### src/rtl/sqrt_pkg.sv
// sqrt_pkg: constants and types shared by the square-root peripheral.
//   - register addresses for the chip-select/write-enable bus
//   - bit positions inside the STATUS/CTRL registers
//   - control FSM state encoding (also exported for observation)
package sqrt_pkg;

    localparam logic [1:0] ADDR_OPERAND = 2'd0;
    localparam logic [1:0] ADDR_REM     = 2'd1;
    localparam logic [1:0] ADDR_CTRL    = 2'd2;

    localparam int DONE_BIT = 0;
    localparam int BUSY_BIT = 1;
    localparam int RND_BIT  = 2;
    localparam int IE_BIT   = 3;

    typedef enum logic [1:0] {
        ST_IDLE = 2'd0,   // nothing computed since reset
        ST_BUSY = 2'd1,   // iterating
        ST_DONE = 2'd2    // result valid in ROOT/REM
    } sqrt_state_e;

endpackage

### src/rtl/sqrt_unit_gen_if.sv
// sqrt_unit_gen_if: processor-side register bus of the square-root unit.
//   CS   chip select, access happens on a CLK edge when CS=1
//   WE   write enable, qualified by CS
//   ADDR register select
//   DI   write data
//   DO   read data (combinational, independent of CS)
//   DONE result valid
//   IRQ  one-cycle completion pulse
// Handshake: there is no back-pressure. A write takes effect on the rising
// edge where CS=1 and WE=1; reads are pure combinational decodes of ADDR and
// never have side effects.
interface sqrt_unit_gen_if #(
    parameter int WIDTH = 18
);
    logic             CS;
    logic             WE;
    logic [1:0]       ADDR;
    logic [WIDTH-1:0] DI;
    logic [WIDTH-1:0] DO;
    logic             DONE;
    logic             IRQ;

    modport master (
        output CS, WE, ADDR, DI,
        input  DO, DONE, IRQ
    );

    modport slave (
        input  CS, WE, ADDR, DI,
        output DO, DONE, IRQ
    );
endinterface

### src/rtl/sqrt_step.sv
// sqrt_step: one digit-by-digit square-root iteration (purely combinational).
//   i_rem   partial remainder, H+1 bits
//   i_root  partial root, H bits
//   i_bits  next two radicand bits (MSB first)
//   o_rem   next partial remainder
//   o_root  next partial root
module sqrt_step #(
    parameter int H = 9
) (
    input  logic [H:0]   i_rem,
    input  logic [H-1:0] i_root,
    input  logic [1:0]   i_bits,
    output logic [H:0]   o_rem,
    output logic [H-1:0] o_root
);
    // One extra bit of headroom so the trial subtraction sign is a plain compare.
    logic [H+2:0] w_acc;
    logic [H+2:0] w_sub;
    logic [H+2:0] w_diff;

    always_comb begin
        w_acc  = {i_rem, i_bits};
        w_sub  = {1'b0, i_root, 2'b01};
        w_diff = w_acc - w_sub;
        if (w_acc >= w_sub) begin
            o_rem  = (H+1)'(w_diff);
            o_root = H'({i_root, 1'b1});
        end else begin
            // The remainder never exceeds 2*root, so H+1 bits always hold it.
            o_rem  = (H+1)'(w_acc);
            o_root = H'({i_root, 1'b0});
        end
    end
endmodule

### src/rtl/sqrt_unit_gen.sv
// sqrt_unit_gen: iterative integer square-root peripheral.
//   CLK          system clock, rising edge
//   RST_N        asynchronous active-low reset
//   bus          register bus (slave side): CS/WE/ADDR/DI in, DO/DONE/IRQ out
//   o_dbg_state  control FSM state, for observation only
// Register map:
//   0 W: radicand, starts a computation   R: ROOT (zero-extended)
//   1 W: ignored                          R: REM  (zero-extended)
//   2 W: CTRL {IE, RND} in bits 1..0      R: STATUS {IE, RND, BUSY, DONE}
//   3 reserved, reads 0
// Two radicand bits are consumed per clock, so a result takes WIDTH/2 edges.
// WIDTH must be even and at least 4.
module sqrt_unit_gen
    import sqrt_pkg::*;
#(
    parameter int WIDTH = 18
) (
    input  logic                CLK,
    input  logic                RST_N,
    sqrt_unit_gen_if.slave      bus,
    output sqrt_state_e         o_dbg_state
);
    localparam int H  = WIDTH / 2;
    localparam int CW = $clog2(H + 1);

    sqrt_state_e      r_state;
    sqrt_state_e      w_state_nxt;

    logic [WIDTH-1:0] r_opnd;     // radicand, shifted left 2 bits per step
    logic [H:0]       r_prem;     // partial remainder
    logic [H-1:0]     r_proot;    // partial root
    logic [CW-1:0]    r_cnt;      // iterations still to do
    logic [H:0]       r_root;     // published root (may be 2^H when rounded)
    logic [H:0]       r_rem;      // published remainder
    logic             r_rnd;
    logic             r_ie;
    logic             r_mode;     // RND as seen at the start of this operation
    logic             r_irq;

    logic             w_start;
    logic             w_ctrl_wr;
    logic             w_last;
    logic             w_busy;
    logic             w_done;
    logic             w_round_up;
    logic [H:0]       w_rem_nxt;
    logic [H-1:0]     w_root_nxt;

    assign w_start   = bus.CS & bus.WE & (bus.ADDR == ADDR_OPERAND);
    assign w_ctrl_wr = bus.CS & bus.WE & (bus.ADDR == ADDR_CTRL);
    assign w_last    = (r_state == ST_BUSY) && (r_cnt == CW'(1));

    sqrt_step #(.H(H)) u_step (
        .i_rem  (r_prem),
        .i_root (r_proot),
        .i_bits (r_opnd[WIDTH-1 -: 2]),
        .o_rem  (w_rem_nxt),
        .o_root (w_root_nxt)
    );

    // Round to nearest: x is closer to (f+1)^2 than f^2 exactly when x - f^2 > f.
    assign w_round_up = r_mode && (w_rem_nxt > {1'b0, w_root_nxt});

    // ---- FSM: state register ----
    always_ff @(posedge CLK or negedge RST_N) begin
        if (!RST_N) r_state <= ST_IDLE;
        else        r_state <= w_state_nxt;
    end

    // ---- FSM: next state ----
    // A start always wins, including on the final iteration edge.
    always_comb begin
        w_state_nxt = r_state;
        if (w_start)     w_state_nxt = ST_BUSY;
        else if (w_last) w_state_nxt = ST_DONE;
    end

    // ---- FSM: outputs ----
    always_comb begin
        w_busy = (r_state == ST_BUSY);
        w_done = (r_state == ST_DONE);
    end

    // ---- control register ----
    always_ff @(posedge CLK or negedge RST_N) begin
        if (!RST_N) begin
            r_rnd <= 1'b0;
            r_ie  <= 1'b0;
        end else if (w_ctrl_wr) begin
            r_rnd <= bus.DI[0];
            r_ie  <= bus.DI[1];
        end
    end

    // ---- datapath ----
    always_ff @(posedge CLK or negedge RST_N) begin
        if (!RST_N) begin
            r_opnd  <= '0;
            r_prem  <= '0;
            r_proot <= '0;
            r_cnt   <= '0;
            r_root  <= '0;
            r_rem   <= '0;
            r_mode  <= 1'b0;
        end else if (w_start) begin
            r_opnd  <= bus.DI;
            r_prem  <= '0;
            r_proot <= '0;
            r_cnt   <= CW'(H);
            r_mode  <= r_rnd;
        end else if (w_busy) begin
            r_opnd  <= r_opnd << 2;
            r_prem  <= w_rem_nxt;
            r_proot <= w_root_nxt;
            r_cnt   <= r_cnt - CW'(1);
            if (w_last) begin
                r_root <= {1'b0, w_root_nxt} + {{H{1'b0}}, w_round_up};
                r_rem  <= w_rem_nxt;
            end
        end
    end

    // ---- completion interrupt ----
    // IE is sampled on the final edge; an aborting start suppresses the pulse.
    always_ff @(posedge CLK or negedge RST_N) begin
        if (!RST_N) r_irq <= 1'b0;
        else        r_irq <= w_last && !w_start && r_ie;
    end

    // ---- read mux ----
    always_comb begin
        bus.DO = '0;
        case (bus.ADDR)
            ADDR_OPERAND: bus.DO = WIDTH'(r_root);
            ADDR_REM:     bus.DO = WIDTH'(r_rem);
            ADDR_CTRL: begin
                bus.DO[DONE_BIT] = w_done;
                bus.DO[BUSY_BIT] = w_busy;
                bus.DO[RND_BIT]  = r_rnd;
                bus.DO[IE_BIT]   = r_ie;
            end
            default:      bus.DO = '0;
        endcase
    end

    assign bus.DONE    = w_done;
    assign bus.IRQ     = r_irq;
    assign o_dbg_state = r_state;

endmodule

### src/flat_wrapper.sv
// flat-port wrapper written by rule: the top's interface ports become plain ports
module sqrt_unit_gen_flat import sqrt_pkg::*;
#(
    parameter int WIDTH = 18
)
  (CLK, RST_N, o_dbg_state, bus_CS, bus_WE, bus_ADDR, bus_DI, bus_DO, bus_DONE, bus_IRQ);
  sqrt_unit_gen_if #(.WIDTH(WIDTH)) bus_i ();
  input  logic CLK;
  input  logic RST_N;
  output sqrt_state_e o_dbg_state;
  input wire logic [$bits(bus_i.CS)-1:0] bus_CS;
  input wire logic [$bits(bus_i.WE)-1:0] bus_WE;
  input wire logic [$bits(bus_i.ADDR)-1:0] bus_ADDR;
  input wire logic [$bits(bus_i.DI)-1:0] bus_DI;
  output wire logic [$bits(bus_i.DO)-1:0] bus_DO;
  output wire logic [$bits(bus_i.DONE)-1:0] bus_DONE;
  output wire logic [$bits(bus_i.IRQ)-1:0] bus_IRQ;
  assign bus_i.CS = bus_CS;
  assign bus_i.WE = bus_WE;
  assign bus_i.ADDR = bus_ADDR;
  assign bus_i.DI = bus_DI;
  assign bus_DO = bus_i.DO;
  assign bus_DONE = bus_i.DONE;
  assign bus_IRQ = bus_i.IRQ;
  sqrt_unit_gen #(.WIDTH(WIDTH)) u_core (.CLK(CLK), .RST_N(RST_N), .bus(bus_i), .o_dbg_state(o_dbg_state));
endmodule
### config.mk
export PLATFORM = sky130hd
export DESIGN_NAME = sqrt_unit_gen_flat
export DESIGN_NICKNAME = d
export VERILOG_FILES = /design/src/rtl/sqrt_pkg.sv /design/src/rtl/sqrt_unit_gen_if.sv /design/src/rtl/sqrt_step.sv /design/src/rtl/sqrt_unit_gen.sv /design/src/flat_wrapper.sv
export SDC_FILE = /design/constraint.sdc
export NUM_CORES = 1
export LEC_CHECK = 0
export CAP_MARGIN = 10
export CORE_ASPECT_RATIO = 1.75
export CORE_MARGIN = 2
export CORE_UTILIZATION = 40
export DETAILED_ROUTE_END_ITERATION = 12
export PLACE_DENSITY_LB_ADDON = 0.1
export SYNTH_ARGS = -nofsm -noshare
export SYNTH_HDL_FRONTEND = slang
export SYNTH_HIERARCHICAL = 1
export SYNTH_SLANG_ARGS = --single-unit
### constraint.sdc
create_clock -name CLK -period 4.4 [get_ports CLK]
set_clock_uncertainty 0.1 [all_clocks]
set_input_delay 0.88 -clock CLK [delete_from_list [all_inputs] [get_ports CLK]]
set_output_delay 0.88 -clock CLK [all_outputs]
set_load 0.01 [all_outputs]
After elaboration in Yosys (flattened, before gate mapping)
Cells that the tools add are included.
- multiplexer cells: 14
- magnitude comparators: 2
- bitwise operators: 4
- $add $sub $neg: 3
- reductions and logical operators: 9
- equality and inequality tests: 5
- operators by type and width (kind ; count):
    $mux W18 ; 2
    $mux W10 ; 3
    $mux W9 ; 2
    $ge A12 B11 Y1 ; 1
    $pmux W4 S3 ; 1
    $pmux W6 S2 ; 1
    $add A9 B1 Y10 ; 1
    $gt A10 B9 Y1 ; 1
    $sub A10 B10 Y10 ; 1
    $mux W4 ; 2
    $eq A2 B1 Y1 const B ; 2
    $eq A2 B2 Y1 const B ; 2
    $eq A4 B1 Y1 const B ; 1
    $logic_and A1 B1 Y1 ; 4
    $mux W2 ; 2
    $reduce_bool A2 Y1 ; 2
    $sub A4 B1 Y4 const B ; 1
    $and A1 B1 Y1 ; 3
    $reduce_and A3 Y1 ; 1
    $logic_not A2 Y1 ; 1
    $logic_not A1 Y1 ; 1
    $mux W1 ; 1
    $not A1 Y1 ; 1
- output and inout port bits: 22
- word-level logic and storage cells: 48
- flip-flop bits (word level): 67
- input bits: 24

Longest topological paths before layout
Gate-level depths: netlist of the first run.
- depth in word-level cells: 5
- gate-level depth with buffers: 20
- mapped depth without buffers: 19

Hierarchy
The synthesis of the first run kept the hierarchy.
- modules (own cells, without submodules) (module ; instances ; cells an instance ; seq. area each (um^2) ; area an instance (um^2)):
    sqrt_unit_gen ; 1 ; 339 ; 1676.6 ; 3402.0
    sqrt_step ; 1 ; 92 ; 0.0 ; 723.2

Least setup slack after synthesis of the first run
No wires, ideal clock.
- path type: reg2reg
- start point: register u_core.r_prem[3]
- end point: register u_core.r_root[6]
- period minus slack after synthesis: 3.935 ns
- path slack: 0.465 ns
- stages on the path, launching flop included: 19
- arrival time: 3.712 ns
- buffers on the path: 1
- setup time: 0.123 ns
- cells stage by stage: dfrtp_1 > ha_1 > a21oi_1 > o21ai_2 > a2111oi_4 > o21ai_2 > buf_6 > mux2_4 > ha_1 > o21a_1 > o31ai_1 > a2111o_1 > a21oi_1 > ha_1 > ha_1 > nand3_1 > nor3_1 > xnor2_1 > o21ai_1
- cells in the longest elaborated chain, start to end: 5
- ends and longest elaborated chain (item ; RTL line ; RTL):
    from (decl) ; sqrt_unit_gen.sv:30 ; logic [H:0] r_prem;
    from (signal assigned) ; sqrt_unit_gen.sv:113 ; r_prem <= w_rem_nxt;
    $ge A12 B11 Y1 (*) ; sqrt_step.sv:25 ; if (w_acc >= w_sub) begin
    $mux W1 (*) ; sqrt_step.sv:25 ;
    net u_core.w_root_nxt[0] ; sqrt_unit_gen.sv:47 ; logic [H-1:0] w_root_nxt;
    $gt A10 B9 Y1 ; sqrt_unit_gen.sv:62 ; assign w_round_up = r_mode && (w_rem_nxt > {1'b0, w_root_nxt});
    $logic_and A1 B1 Y1 ; sqrt_unit_gen.sv:62 ;
    $add A9 B1 Y10 (*) ; sqrt_unit_gen.sv:117 ; r_root <= {1'b0, w_root_nxt} + {{H{1'b0}}, w_round_up};
    to (signal assigned) ; sqrt_unit_gen.sv:117 ;
    to (decl) ; sqrt_unit_gen.sv:33 ; logic [H:0] r_root;
Mark *: on every way through the listed nets, which the timed path passes. The rest lies on a longest branch.
A chain may end at the register's enable or synchronous reset.

Worst setup path in the final report of the first run
- start point: register u_core.r_proot[5]
- end point: register u_core.r_root[6]
- cells in the longest elaborated chain, start to end: 5
- ends and longest elaborated chain (item ; RTL line ; RTL):
    from (decl) ; sqrt_unit_gen.sv:31 ; logic [H-1:0] r_proot;
    from (signal assigned) ; sqrt_unit_gen.sv:114 ; r_proot <= w_root_nxt;
    $ge A12 B11 Y1 (*) ; sqrt_step.sv:25 ;
    $mux W1 (*) ; sqrt_step.sv:25 ;
    net u_core.w_root_nxt[0] ; sqrt_unit_gen.sv:47 ;
    $gt A10 B9 Y1 ; sqrt_unit_gen.sv:62 ;
    $logic_and A1 B1 Y1 ; sqrt_unit_gen.sv:62 ;
    $add A9 B1 Y10 (*) ; sqrt_unit_gen.sv:117 ;
Marked as above.

==> flow_summary.json, run 1 <==
{
  "status": "completed",
  "layout_min_cycle_time_ns": 4.202,
  "antenna_found_initial": 0,
  "hold_viol": 0,
  "io_buffers": 37,
  "syn_inst": 431,
  "cellInternalPower_mw": 2.709,
  "grt_pass1_wl_mm": 16.07,
  "combPwrFrac": 0.618,
  "finalNetCount": 521,
  "ant_nets": 0,
  "grt_util_all_layers": 0.1898,
  "tightest_slew_ns": 0.6490,
  "yosysWarnings": 6,
  "end_kind": "flip-flop",
  "synth_flop_cell": "dfrtp_1",
  "cts_inserted_buffers": 9,
  "antenna-diode-count": 0,
  "critPathMaxStageDelay_ns": 0.41,
  "cp_max_fo": 8,
  "crit_family": "compound AO/OA/AOI/OAI gates",
  "grt_pass1_vias": 3259,
  "drive_above_1_share": 0.1534,
  "crit_path_start_kind": "flip-flop",
  "fillers": 1020,
  "htree_num_levels": 3,
  "cp_slowest_cell": "dfrtp_1",
  "p_leak_nw": 2.273,
  "vias_per_cell": 5.131,
  "fmax_mhz": 238.0,
  "dp_hpwl_mm": 7.060,
  "slew_headroom": 0.5673,
  "clock-root-buffer": "clkbuf_16",
  "core_region_area_mm2": 0.01018,
  "p_sw_frac": 0.4143,
  "p_sw_mw": 1.916,
  "die_area_mm2": 0.01117,
  "reg2reg_setup_slack_ns": 0.20,
  "slew_viol_final": 0,
  "power.density_mw_per_mm2": 935.7,
  "syn_avg_cell_area_um2": 9.571,
  "synth_edf_count": 0,
  "ys_seq_elements": 67,
  "drc": 0,
  "cts_sinks": 67,
  "die_h_um": 138.3,
  "dp_slack_ns": -0.01959,
  "fin_ws_ns": 0.1984,
  "vias": 3094,
  "cap_violations": 0,
  "clk_latency_ns": 0.33,
  "crit_type": "flip-flop to flip-flop",
  "pin_count": 46,
  "setup_tns_ns": 0,
  "yosys-top-cells-area": "dfrtp_1 (41%), ha_1 (7.3%), nand2_1 (7.2%), mux2i_1 (6.6%), mux2_4 (5.8%)",
  "synth_top_area_cell": "dfrtp_1",
  "grt_max_degree": 63,
  "die_w_um": 80.77,
  "pwr-share-seq": 0.231,
  "fin_crit_sh": 0.9549,
  "synthDistinctLibCells": 50,
  "yosysSeqAreaShare": 0.4064,
  "drtIter0Drc": 127,
  "cts_tree": "yes",
  "dpl_cell_area_mm2": 0.004621,
  "worstPathArrival_ns": 4.30,
  "clkPwrFrac": 0.151,
  "clock_path_buffers": 2,
  "cp.required_ns": 4.50,
  "post-route-util": 0.4857,
  "seq_area_mm2": 0.001677,
  "initial_utilization": 0.4053,
  "wl_mm": 9.608,
  "num_rows": 49,
  "area_growth_pct": 19.84,
  "synth_area_mm2": 0.004125,
  "synth_top_area_share": 0.4064,
  "gp_congestion": 0.8696,
  "power_mw": 4.625,
  "firstDrtPassIters": 4,
  "grt-ovfl-total": 0,
  "path_cells": "inv_1, ha_2, a21oi_2, o21ai_2, a2111oi_4, o21ai_4, buf_4, mux2_4, ha_1, nand4b_1, a2111o_1, a21oi_1, ha_2, ha_1, nand3_1, nor3_2, xnor2_1, o21ai_1",
  "ys_async_sr_fraction": 1.000,
  "path_clk_slew_ns": 0.05,
  "final_area_mm2": 0.004943,
  "path_buf_inv": 2,
  "setup_viol": 0,
  "wl_per_cell_um": 15.93,
  "multi_input_area_mm2": 0.002186,
  "vdd_drop_max_mv": 0.6278,
  "hold_path_class": "flip-flop to flip-flop",
  "cts_hold_buffers": 0
}
==> final timing paths <==
| path | startpoint | endpoint | cells after the start |
|---|---|---|---|
| max | u_core/r_proot[5] | u_core/r_root[6] | 18 |
| min | u_core/r_root[9] | u_core/r_root[9] | 2 |
| max reg2reg | u_core/r_proot[5] | u_core/r_root[6] | 18 |
| min reg2reg | u_core/r_root[9] | u_core/r_root[9] | 2 |
| max in group asynchronous | RST_N | u_core/r_opnd[10] | 2 |
| min in group asynchronous | RST_N | u_core/r_rem[9] | 1 |
==> Yosys cell counts (2+ instances only) <==
cell type / count
xor2_1: 2
clkbuf_1: 12
nor2b_1: 4
mux2_4: 16
a21oi_1: 25
inv_1: 25
o211ai_1: 3
nand4b_1: 2
nor2_1: 17
nand2_1: 79
nand2b_1: 6
ha_1: 24
o31ai_1: 2
buf_4: 16
nand3_1: 4
buf_6: 3
o21a_1: 4
mux2_2: 5
o21ai_2: 2
mux2i_1: 27
o21ai_1: 5
o21ai_0: 30
dfrtp_1: 67
xnor2_1: 14
nand4_1: 3
a211oi_1: 2
nor3_1: 6
buf_2: 4
==> sequential cells by signal, summed over array words and instances, names as in the netlist <==
signal              cells
u_core/r_rnd            1
u_core/bus.IRQ          1
u_core/o_dbg_state      2
u_core/r_opnd          18
u_core/r_proot          9
u_core/r_mode           1
u_core/r_rem           10
u_core/r_cnt            4
u_core/r_ie             1
u_core/r_root          10
u_core/r_prem          10
==> layout make-up <==
| class | instances | area share |
|---|---|---|
| inverter | 25 | 0.01898 |
| clock inverter | 3 | 0.008099 |
| sequential | 67 | 0.3392 |
| tap | 127 | 0.03214 |
| timing repair buffer | 61 | 0.1104 |
| multi-input combinational | 309 | 0.4422 |
| clock buffer | 11 | 0.04910 |
==> kinds of logic (layout without fill, tap and decap cells) <==
family / Yosys count / in the layout / synth area share
XOR/XNOR: 16 / 16 / 0.03397
buffers and inverters: 62 / 100 / 0.08159
other: 1 / 8 / 0.0009090
AO/OA/AOI/OAI: 84 / 84 / 0.1256
adder cells (fa/ha/maj): 24 / 24 / 0.07279
flip-flops: 67 / 67 / 0.4064
AND/OR/NAND/NOR: 128 / 128 / 0.1386
multiplexers: 49 / 49 / 0.1401
==> cell usage in the layout, fill, tap and decap left out, types with 3 or more instances in the layout <==
cell	n
nand2_1	79
dfrtp_1	67
clkdlybuf4s50_1	36
o21ai_0	30
mux2i_1	27
inv_1	25
a21oi_1	25
buf_4	24
ha_1	21
nor2_1	17
mux2_4	16
xnor2_1	14
clkbuf_16	9
conb_1	8
nand2b_1	6
o21ai_1	5
mux2_2	5
o21a_1	4
nor3_1	4
nand3_1	4
nor2b_1	3
nand4_1	3
ha_2	3
o211ai_1	3
==> worst register-to-register path, cell delays in order (launching register included) <==
cell,delay [ns]
dfrtp_1,0.41
inv_1,0.08
ha_2,0.30
a21oi_2,0.19
o21ai_2,0.10
a2111oi_4,0.35
o21ai_4,0.18
buf_4,0.21
mux2_4,0.32
ha_1,0.30
nand4b_1,0.14
a2111o_1,0.31
a21oi_1,0.16
ha_2,0.21
ha_1,0.19
nand3_1,0.16
nor3_2,0.17
xnor2_1,0.14
o21ai_1,0.08
==> stage by stage <==
| step | hold WS [ns] | cells |
|---|---|---|
| floorplan | 0.3492 | 438 |
| global placement | 0.3631 | 587 |
| detailed placement | 0.3747 | 587 |
| CTS | 0.3873 | 601 |
| global route | 0.4087 | 603 |
| finish | 0.3806 | 603 |
==> power groups by stage <==
| stage | clock network [mW] | registers, mW | logic, mW |
|---|---|---|---|
| final | 0.698 | 1.07 | 2.86 |
| after global routing | 0.747 | 1.11 | 3.19 |
| after CTS | 0.719 | 1.07 | 2.86 |
| after detailed placement | 0 | 1.08 | 2.83 |
| after global placement | 0 | 1.07 | 2.78 |
| after floorplan | 0 | 1.03 | 2.14 |
==> routing by layer <==
metal	up-vias	track usage	wire (um)
met3	20	0.02219	207
met1	1500	0.1953	3580
met5	-	0	0
met2	48	0.3610	5530
li1	1526	-	-
met4	0	0.09456	290
==> repair_timing <==
action / 4_1_cts / 5_1_grt
pin swaps: 0 / 1
endpoints found under the setup margin: 2 / 5
setup buffers: 0 / 2
resized for setup: 1 / 5
No activity file was read; power rests on OpenSTA's default activity.
==> inputs of run 2 (changes only) <==
Settings changed: SLEW_MARGIN set to 20.
==> results of run 2 <==
Final layout, timing and power as in run 1 (identical DEF).
==> inputs of run 3 (changes only) <==
Settings changed: ABC_AREA set to 1, ABC_CLOCK_PERIOD_IN_PS set to 4400, HOLD_SLACK_MARGIN set to 0.06.
==> run 3 against run 2 <==
  * Wire length increased by 9.7%
  * Cell count increased by 16%
  * Clock power increased by 24%
  * Worst setup slack improved by 0.29 ns
  * Global-route usage increased by 0.16 points
  * Via count increased by 16%
  * First-iteration DRC count increased by 47%
  * Largest power group unchanged
==> flow_summary.json, run 3 <==
{
  "critPathLaunch": "u_core/r_proot[4]",
  "yosysWarnings": 6,
  "end_kind": "flip-flop",
  "p_sw_frac": 0.4770,
  "vdd_drop_max_mv": 0.4918,
  "ys_seq_elements": 67,
  "worstHoldStart": "u_core/r_root[8]",
  "pin_count": 46,
  "cts_setup_buffers": 0,
  "cts_hold_buffers": 0,
  "clock_path_buffers": 2,
  "initial_utilization": 0.4091,
  "wl_mm": 10.54,
  "die_h_um": 142.0,
  "synthDistinctLibCells": 37,
  "dp_slack_ns": 0.5551,
  "layout_min_cycle_time_ns": 3.909,
  "synth_top_area_share": 0.3854,
  "r2r-start": "u_core/r_proot[4]",
  "reg2reg_setup_slack_ns": 0.49,
  "setup_tns_ns": 0,
  "cts_sinks": 67,
  "pwr-share-seq": 0.242,
  "grt_max_degree": 57,
  "cellInternalPower_mw": 2.396,
  "gp_congestion": 0.8262,
  "drc": 0,
  "vias_per_cell": 5.138,
  "clkPwrFrac": 0.189,
  "firstDrtPassIters": 4,
  "fillers": 1100,
  "drtIter0Drc": 187,
  "cp.required_ns": 4.58,
  "cts_inserted_buffers": 9,
  "mostFrequentLayoutCells": "nand2_1 (150), dfrtp_1 (67), inv_1 (60)",
  "grt_util_all_layers": 0.1914,
  "synth_flop_cell": "dfrtp_1",
  "slew_headroom": 0.3649,
  "path_clk_slew_ns": 0.06,
  "combPwrFrac": 0.569,
  "synthMostInstantiatedCell": "nand2_1",
  "syn_inst": 541,
  "dp_hpwl_mm": 7.790,
  "slew_viol_final": 0,
  "p_sw_mw": 2.185,
  "ys_async_sr_fraction": 1.000,
  "grt-ovfl-total": 0,
  "drive_above_1_share": 0.1215,
  "yosys-top-cells-area": "dfrtp_1 (39%), nand2_1 (13%), ha_1 (6.9%), inv_1 (5.2%), nand3_1 (4.9%)",
  "worstPathArrival_ns": 4.09,
  "yosysSeqAreaShare": 0.3854,
  "syn_avg_cell_area_um2": 8.041,
  "multi_input_area_mm2": 0.002168,
  "placed_cells": 682,
  "fin_crit_sh": 0.8885,
  "rsz0062_at_grt": "false",
  "instances_no_fill": 698,
  "clk_latency_ns": 0.34,
  "p_leak_nw": 2.550,
  "ant_nets": 0,
  "synth_edf_count": 0,
  "post_cts_resize_count": 0,
  "clock-root-buffer": "clkbuf_16",
  "cp_max_fo": 17,
  "core_region_area_mm2": 0.01064,
  "cap_violations": 0,
  "htree_num_levels": 3,
  "seq_area_mm2": 0.001677,
  "fmax_mhz": 255.8,
  "top_register": "u_core/r_opnd",
  "vias": 3586,
  "grt_pass1_wl_mm": 17.73,
  "synthTopCellsByCount": "nand2_1 (150), dfrtp_1 (67), inv_1 (60)",
  "grt_pass1_vias": 3646,
  "largest_register_ffs": 18,
  "power_mw": 4.581,
  "hold_path_class": "flip-flop to flip-flop",
  "io_buffers": 37,
  "num_rows": 50,
  "synth_area_mm2": 0.004350,
  "final_common_cell": "nand2_1",
  "hold_viol": 0,
  "crit_path_start_kind": "flip-flop",
  "antenna_found_initial": 0,
  "tightest_slew_ns": 0.9512,
  "status": "completed",
  "synth_top_area_cell": "dfrtp_1",
  "die_area_mm2": 0.01176,
  "crit_type": "flip-flop to flip-flop",
  "die_w_um": 82.84,
  "power.density_mw_per_mm2": 916.4,
  "fin_ws_ns": 0.4907,
  "area_growth_pct": 14.90,
  "finalNetCount": 611,
  "wl_per_cell_um": 15.10,
  "cts_tree": "yes",
  "setup_viol": 0,
  "antenna-diode-count": 0
}
[run 3: area by class of cell]
cell class / count / area share
repair buffers: 39 / 0.07610
multi-input cells: 380 / 0.4338
clock inverters: 5 / 0.02153
flip-flops and latches: 67 / 0.3354
well taps: 130 / 0.03254
inverters: 66 / 0.05006
clock buffers: 11 / 0.05056
[run 3: cells by family after synthesis]
group                    share of synthesized area
buffers and inverters                       0.1222
adder cells (fa/ha/maj)                    0.06903
other                                    0.0008620
flip-flops                                  0.3854
AO/OA/AOI/OAI                               0.1147
XOR/XNOR                                   0.01812
AND/OR/NAND/NOR                             0.2896
[run 3: final timing paths]
| check | to | cells after the start |
|---|---|---|
| worst max-delay path | u_core/r_root[6] | 24 |
| worst min-delay path | u_core/r_root[8] | 2 |
| worst max register to register | u_core/r_root[6] | 24 |
| worst min register to register | u_core/r_root[8] | 2 |
| max in group asynchronous | u_core/r_cnt[1] | 2 |
| min in group asynchronous | u_core/r_prem[7] | 1 |
[run 3: through the flow]
step	util	area, um2	hold WS, ns
floorplan	-	4377	0.3492
global placement	0.4361	4638	0.3658
detailed placement	0.4361	4638	0.3688
CTS	0.4700	4999	0.3856
global route	0.4700	4999	0.4057
finish	0.4700	4999	0.3831
[run 3: power by group through the flow]
| stage | clock, mW | sequential [mW] | combinational (mW) |
|---|---|---|---|
| 3_3_place_gp | 0 | 1.11 | 2.59 |
| 3_5_place_dp | 0 | 1.12 | 2.63 |
| 4_1_cts | 0.888 | 1.11 | 2.65 |
| 6_report | 0.867 | 1.11 | 2.61 |
| 5_1_grt | 0.915 | 1.15 | 2.97 |
| 2_1_floorplan | 0 | 1.03 | 2.12 |
[run 3: layer usage]
layer | track usage | vias to the layer above | wire length (um)
met5 | 0 | - | 0
met1 | 0.1973 | 1721 | 3904
met3 | 0.03828 | 18 | 299
met4 | 0.07679 | 0 | 261
li1 | - | 1780 | -
met2 | 0.3718 | 67 | 6075
[run 3: worst max-delay path, cell delays in order (launching register included)]
cell and delay [ns]:
dfrtp_1 0.45, inv_1 0.08, ha_1 0.34, nand2_2 0.16, inv_1 0.05, nand2_1 0.11
nand2_2 0.07, nand2_2 0.09, nand4_4 0.30, nand3_2 0.14, nand2_1 0.08, ha_1 0.30
nand2_1 0.07, nor2_1 0.18, nand3_1 0.10, nand2_1 0.07, nor2_1 0.04, nor2_1 0.10
ha_1 0.17, ha_1 0.18, nand3_1 0.13, nor2_1 0.23, xor2_1 0.18, nand2_1 0.06
nand2_1 0.05
